[src/rtl/bmem_line_adaptor_if.sv]
// Line-side and bmem-side signal bundle for bmem_line_adaptor.
//   line_*  : L2 request (addr/read/write/wdata) and completion (rdata/resp)
//   bmem_*  : DRAM burst command (address/read/write/wdata) and return (rdata/resp)
// Modports:
//   master : the adaptor (drives bmem commands and line completion)
//   slave  : the cache and memory side (drives line requests and bmem returns)
interface bmem_line_adaptor_if #(
  parameter int unsigned ADDR_WIDTH = 32,
  parameter int unsigned LINE_WIDTH = 256,
  parameter int unsigned BEAT_WIDTH = 64
);
  logic [ADDR_WIDTH-1:0] line_addr;
  logic                  line_read;
  logic                  line_write;
  logic [LINE_WIDTH-1:0] line_wdata;
  logic [LINE_WIDTH-1:0] line_rdata;
  logic                  line_resp;
  logic [ADDR_WIDTH-1:0] bmem_address;
  logic                  bmem_read;
  logic                  bmem_write;
  logic [BEAT_WIDTH-1:0] bmem_wdata;
  logic [BEAT_WIDTH-1:0] bmem_rdata;
  logic                  bmem_resp;

  modport master (
    input  line_addr, line_read, line_write, line_wdata, bmem_rdata, bmem_resp,
    output line_rdata, line_resp, bmem_address, bmem_read, bmem_write, bmem_wdata
  );

  modport slave (
    output line_addr, line_read, line_write, line_wdata, bmem_rdata, bmem_resp,
    input  line_rdata, line_resp, bmem_address, bmem_read, bmem_write, bmem_wdata
  );
endinterface

[src/rtl/bmem_line_adaptor.sv]
// Bridge from one-line L2 requests to a single bmem burst of BURST_LEN beats.
// Writes are registered and streamed out beat 0 first; reads are reassembled
// beat by beat into a registered line and returned with a one-cycle line_resp.
// Ports:
//   clk   : clock, rising edge
//   rst_n : synchronous active-low reset
//   bus   : bmem_line_adaptor_if.master (line request/response, bmem burst)
module bmem_line_adaptor #(
  parameter int unsigned ADDR_WIDTH = 32,
  parameter int unsigned LINE_WIDTH = 256,
  parameter int unsigned BEAT_WIDTH = 64
) (
  input logic                  clk,
  input logic                  rst_n,
  bmem_line_adaptor_if.master  bus
);
  localparam int unsigned BURST_LEN = LINE_WIDTH / BEAT_WIDTH;
  localparam int unsigned CntW      = (BURST_LEN > 1) ? $clog2(BURST_LEN) : 1;
  localparam int unsigned OffW      = $clog2(LINE_WIDTH / 8);
  localparam logic [CntW-1:0] LastBeat = CntW'(BURST_LEN - 1);

  typedef enum logic [2:0] {
    StIdle,
    StRdReq,
    StRdData,
    StWrData,
    StWrWait,
    StDone
  } state_e;

  state_e                               state_q, state_d;
  logic [CntW-1:0]                      cnt_q, cnt_d;
  logic [ADDR_WIDTH-1:0]                addr_q, addr_d;
  // One buffer serves both directions: write line to stream, or read line being built.
  logic [BURST_LEN-1:0][BEAT_WIDTH-1:0] line_q, line_d;
  logic [ADDR_WIDTH-1:0]                addr_aligned;

  assign addr_aligned = {bus.line_addr[ADDR_WIDTH-1:OffW], {OffW{1'b0}}};

  always_ff @(posedge clk) begin
    if (!rst_n) begin
      state_q <= StIdle;
      cnt_q   <= '0;
      addr_q  <= '0;
      line_q  <= '0;
    end else begin
      state_q <= state_d;
      cnt_q   <= cnt_d;
      addr_q  <= addr_d;
      line_q  <= line_d;
    end
  end

  always_comb begin
    state_d = state_q;
    cnt_d   = cnt_q;
    addr_d  = addr_q;
    line_d  = line_q;
    unique case (state_q)
      StIdle: begin
        // Write has priority over a simultaneous read.
        if (bus.line_write) begin
          addr_d  = addr_aligned;
          line_d  = bus.line_wdata;
          cnt_d   = '0;
          state_d = StWrData;
        end else if (bus.line_read) begin
          addr_d  = addr_aligned;
          state_d = StRdReq;
        end
      end
      StRdReq: begin
        cnt_d   = '0;
        state_d = StRdData;
      end
      StRdData: begin
        if (bus.bmem_resp) begin
          line_d[cnt_q] = bus.bmem_rdata;
          if (cnt_q == LastBeat) begin
            cnt_d   = '0;
            state_d = StDone;
          end else begin
            cnt_d = cnt_q + 1'b1;
          end
        end
      end
      StWrData: begin
        if (cnt_q == LastBeat) begin
          cnt_d   = '0;
          state_d = StWrWait;
        end else begin
          cnt_d = cnt_q + 1'b1;
        end
      end
      StWrWait: begin
        if (bus.bmem_resp) begin
          state_d = StDone;
        end
      end
      StDone: begin
        state_d = StIdle;
      end
      default: begin
        state_d = StIdle;
      end
    endcase
  end

  // Outputs decode registered state only; nothing from line_* reaches bmem_* combinationally.
  assign bus.line_resp    = (state_q == StDone);
  assign bus.line_rdata   = line_q;
  assign bus.bmem_read    = (state_q == StRdReq);
  assign bus.bmem_write   = (state_q == StWrData);
  assign bus.bmem_address = ((state_q == StRdReq) || (state_q == StWrData)) ? addr_q : '0;
  assign bus.bmem_wdata   = (state_q == StWrData) ? line_q[cnt_q] : '0;
endmodule

[src/flat_wrapper.sv]
// flat-port wrapper written by rule: the top's interface ports become plain ports
module bmem_line_adaptor_flat 
#(
  parameter int unsigned ADDR_WIDTH = 32,
  parameter int unsigned LINE_WIDTH = 256,
  parameter int unsigned BEAT_WIDTH = 64
)
  (clk, rst_n, bus_line_addr, bus_line_read, bus_line_write, bus_line_wdata, bus_bmem_rdata, bus_bmem_resp, bus_line_rdata, bus_line_resp, bus_bmem_address, bus_bmem_read, bus_bmem_write, bus_bmem_wdata);
  bmem_line_adaptor_if #(.ADDR_WIDTH(ADDR_WIDTH), .LINE_WIDTH(LINE_WIDTH), .BEAT_WIDTH(BEAT_WIDTH)) bus_i ();
  input logic clk;
  input logic rst_n;
  input wire logic [$bits(bus_i.line_addr)-1:0] bus_line_addr;
  input wire logic [$bits(bus_i.line_read)-1:0] bus_line_read;
  input wire logic [$bits(bus_i.line_write)-1:0] bus_line_write;
  input wire logic [$bits(bus_i.line_wdata)-1:0] bus_line_wdata;
  input wire logic [$bits(bus_i.bmem_rdata)-1:0] bus_bmem_rdata;
  input wire logic [$bits(bus_i.bmem_resp)-1:0] bus_bmem_resp;
  output wire logic [$bits(bus_i.line_rdata)-1:0] bus_line_rdata;
  output wire logic [$bits(bus_i.line_resp)-1:0] bus_line_resp;
  output wire logic [$bits(bus_i.bmem_address)-1:0] bus_bmem_address;
  output wire logic [$bits(bus_i.bmem_read)-1:0] bus_bmem_read;
  output wire logic [$bits(bus_i.bmem_write)-1:0] bus_bmem_write;
  output wire logic [$bits(bus_i.bmem_wdata)-1:0] bus_bmem_wdata;
  assign bus_i.line_addr = bus_line_addr;
  assign bus_i.line_read = bus_line_read;
  assign bus_i.line_write = bus_line_write;
  assign bus_i.line_wdata = bus_line_wdata;
  assign bus_i.bmem_rdata = bus_bmem_rdata;
  assign bus_i.bmem_resp = bus_bmem_resp;
  assign bus_line_rdata = bus_i.line_rdata;
  assign bus_line_resp = bus_i.line_resp;
  assign bus_bmem_address = bus_i.bmem_address;
  assign bus_bmem_read = bus_i.bmem_read;
  assign bus_bmem_write = bus_i.bmem_write;
  assign bus_bmem_wdata = bus_i.bmem_wdata;
  bmem_line_adaptor #(.ADDR_WIDTH(ADDR_WIDTH), .LINE_WIDTH(LINE_WIDTH), .BEAT_WIDTH(BEAT_WIDTH)) u_core (.clk(clk), .rst_n(rst_n), .bus(bus_i));
endmodule
[config.mk]
export PLATFORM = sky130hd
export DESIGN_NAME = bmem_line_adaptor_flat
export DESIGN_NICKNAME = d
export VERILOG_FILES = /design/src/rtl/bmem_line_adaptor_if.sv /design/src/rtl/bmem_line_adaptor.sv /design/src/flat_wrapper.sv
export SDC_FILE = /design/constraint.sdc
export NUM_CORES = 1
export LEC_CHECK = 0
export ABC_CLOCK_PERIOD_IN_PS = 2000
export CAP_MARGIN = 20
export CORE_AREA = 2 2 277 279
export CTS_CLUSTER_DIAMETER = 40
export DETAILED_ROUTE_END_ITERATION = 10
export DIE_AREA = 0 0 279 281
export PLACE_DENSITY = 0.56
export SLEW_MARGIN = 20
export SYNTH_ARGS = -nofsm -noshare
export SYNTH_HDL_FRONTEND = slang
export SYNTH_SLANG_ARGS = --single-unit
export TNS_END_PERCENT = 20
[constraint.sdc]
create_clock -name clk -period 2 [get_ports clk]
set_clock_uncertainty 0.05 [all_clocks]
set_input_delay 0.4 -clock clk [delete_from_list [all_inputs] [get_ports clk]]
set_output_delay 0.4 -clock clk [all_outputs]
set_load 0.01 [all_outputs]
==> impl_metrics.tcl <==
set metrics [dict create \
    status "finished with violations" \
    violations "setup timing" \
    fin_ws_ns -0.745 \
    syn_to_final_growth_pct 101 \
    initial_core_util 0.196 \
    antenna_found_initial 13 \
    root_buffer "clkbuf_16" \
    num_vias 19600 \
    critical_path_class "flop to output pin" \
    clk_latency_ns 0.61 \
    htree_levels 2 \
    swShare 0.337 \
    coreArea_um2 75400 \
    crit_chain "buf_12, buf_12, buf_16, buf_4, mux4_2, and3_4, buf_6" \
    syn_inst 1824 \
    setup-violations-final 540 \
    tns_ns -151.71 \
    start_kind "flop" \
    cp_data_required_time_ns 1.55 \
    end_kind "output pin" \
    num_rows 101 \
    track_usage 0.213 \
    hold_buffers 0 \
    synth.distinct_cells 37 \
    cts_tree "built" \
    finalCritPeriodShare 1.37 \
    crit_path_max_fanout 7 \
    netlist.area_leader.share 0.390 \
    p_per_area_nw_per_um2 942 \
    grt_overflow 0 \
    drv_cap 0 \
    die_width_um 279 \
    rsz0062_at_grt "true" \
    synthesis.area_um2 14800 \
    nNetsFinal 3139 \
    ys_ff_latch 288 \
    dr.pass1.iters 6 \
    crit_family "buffers and inverters" \
    pwr-share-comb 0.365 \
    port_buffers 701 \
    p_seq_frac 0.259 \
    synth_top_cell_by_area "dfxtp_1" \
    synth-main-ff-cell "dfxtp_1" \
    async_flop_share 0 \
    hold_viol_final 0 \
    drc 0 \
    hold_path_class "input pin to flop" \
    slew_headroom 0.644 \
    synth_warnings 0 \
    power_frac_clock 0.376 \
    dieArea_um2 78400 \
    p_sw_uw 9450 \
    grt_max_degree 84 \
    synth_commonest_cells "nand2_1, dfxtp_1, nand3_1" \
    power.internal_uw 18600 \
    wire_per_inst_um 26.7 \
    die_h_um 281 \
    numClockSinks 288 \
    gp_congestion 0.889 \
    cp.arrival_ns 2.29 \
    cts_buffers 60 \
    io_pins 712 \
    grt_first_pass_wirelength_um 124000 \
    drive_gt1_frac 0.300 \
    critPathBufInv 5 \
    clk_path_buf_depth 3 \
    synth_area_leaders "dfxtp_1, a31oi_1, mux4_2, nand3_1, nand2_1" \
    vdd_drop_max_mv 0.704 \
    avgSynthCellArea_um2 8.11 \
    critical-path-max-stage-delay_ns 0.48 \
    crit_top_cell "buf_12" \
    ys_seq_area_frac 0.390 \
    cp_slowest_cell "mux4_2" \
    totalWireLength_um 102000 \
    tightest_slew_ns 0.532 \
    p_leak_uw 0.0117 \
    drtIter0Drc 1768 \
    hold_ws_ns 0.141 \
    period_needed_ns 2.74 \
    avgViaCountPerCell 5.14 \
    synth_edf_count 0 \
    stdcell_area_um2 29800 \
    fmax_ghz 0.364 \
    grt_pass1_vias 18500 \
    drtAntennaViolNets 0 \
    clk_pin_slew_ns 0.05 \
    yosysMostFrequentCell "nand2_1" \
    drv_slew 0 \
    hpwl_um 62300 \
    place_area_um2 25000 \
]
==> layer usage <==
metal / track usage / part of all wire
met3: 0.0577 / 0.092
met2: 0.344 / 0.46
met5: 0 / 0.00077
met1: 0.260 / 0.39
met4: 0.108 / 0.053
==> kinds of logic after synthesis <==
family                   after synthesis  share of synthesized area
AO/OA/AOI/OAI                        555                      0.221
adder cells (fa/ha/maj)                6                    0.00490
buffers and inverters                224                     0.0696
flip-flops                           288                      0.390
multiplexers                          64                     0.0974
other                                  1                   0.000253
AND/OR/NAND/NOR                      686                      0.217
==> sequential cells by signal (all words and copies together) (netlist names) <==
register / cells
u_core.state_q: 3
u_core.cnt_q: 2
u_core.addr_q: 27
u_core.bus.line_rdata: 256
==> layout by cell type, fill, tap and decap left out, types with 6 or more instances in the layout <==
master / Yosys / final
o21ai_0: 178 / 29
clkbuf_1: 117 / 6
buf_8: 2 / 14
clkinv_4: 0 / 6
clkinv_2: 0 / 7
and3_1: 64 / 14
nand3_1: 260 / 256
a21boi_0: 7 / 7
dlygate4sd2_1: 0 / 11
o21ai_2: 0 / 34
buf_16: 0 / 9
a31oi_1: 256 / 252
clkinvlp_4: 0 / 13
buf_12: 0 / 78
bufinv_16: 0 / 8
buf_6: 3 / 116
clkdlybuf4s50_1: 0 / 593
buf_4: 11 / 232
buf_2: 82 / 25
dfxtp_1: 288 / 281
nand2_1: 298 / 296
nand2_2: 20 / 20
clkbuf_8: 0 / 7
mux4_2: 64 / 64
and2_1: 28 / 8
a21boi_2: 20 / 20
and3_4: 0 / 50
and2_4: 0 / 20
inv_6: 0 / 7
o21ai_1: 80 / 193
diode_2: 0 / 8
clkbuf_16: 0 / 82
==> repair_timing <==
action                     CTS  global route
pin swaps                   53            21
cloned                       8            32
setup buffers               63            34
setup endpoints to repair  539           588
gates resized for setup    603           282
==> worst register-to-register path, delay by kind of cell, from the launching register on <==
family	cells	cell delay, ns
buf+inv	7	1.04
fa+ha+maj	1	0.15
simple gates	1	0.09
flops	1	0.36
compound gates	3	0.73
==> worst paths after layout <==
| kind | from | endpoint | slack (ns) | depth (start not counted) |
|---|---|---|---|---|
| worst max-delay path | u_core.cnt_q[1]$_SDFFE_PN0P_ | bus_bmem_wdata[17] | -0.74 | 7 |
| worst min register to register | u_core.addr_q[20]$_SDFFE_PN0P_ | u_core.addr_q[20]$_SDFFE_PN0P_ | 0.40 | 2 |
| worst min-delay path | rst_n | u_core.bus.line_rdata[134]$_SDFFE_PN0P_ | 0.14 | 3 |
| worst max register to register | u_core.cnt_q[1]$_SDFFE_PN0P_ | u_core.bus.line_rdata[33]$_SDFFE_PN0P_ | -0.52 | 12 |
==> cell type report <==
type,instances,area [um2]
Clock inverter,41,487
Fill cell,7506,45700
Antenna cell,8,20.0
Timing Repair Buffer,1106,11900
Sequential cell,288,5790
Multi-Input combinational cell,1316,8680
Inverter,5,26.3
Tap cell,978,1220
Clock buffer,73,1630
==> power by group through the flow <==
stage                     sequential [uW]  combinational (uW)  clock, uW
after floorplan                      7490                2930          0
after global placement               7330                8240          0
after detailed placement             7320                8260          0
after CTS                            7220                8740      10700
after global routing                 7320               10700      10900
final                                7260               10200      10500
==> metrics by stage <==
step	util	cells	setup WS, ns	power [uW]
after global placement	0.331	3569	-0.403	15600
final	0.395	3815	-0.745	28000
after detailed placement	0.331	3569	-0.437	15600
after floorplan	-	1828	0.00499	10400
after CTS	0.372	3750	-0.796	26600
after global routing	0.395	3813	-0.803	29000
(Power assumes the default switching activity.)
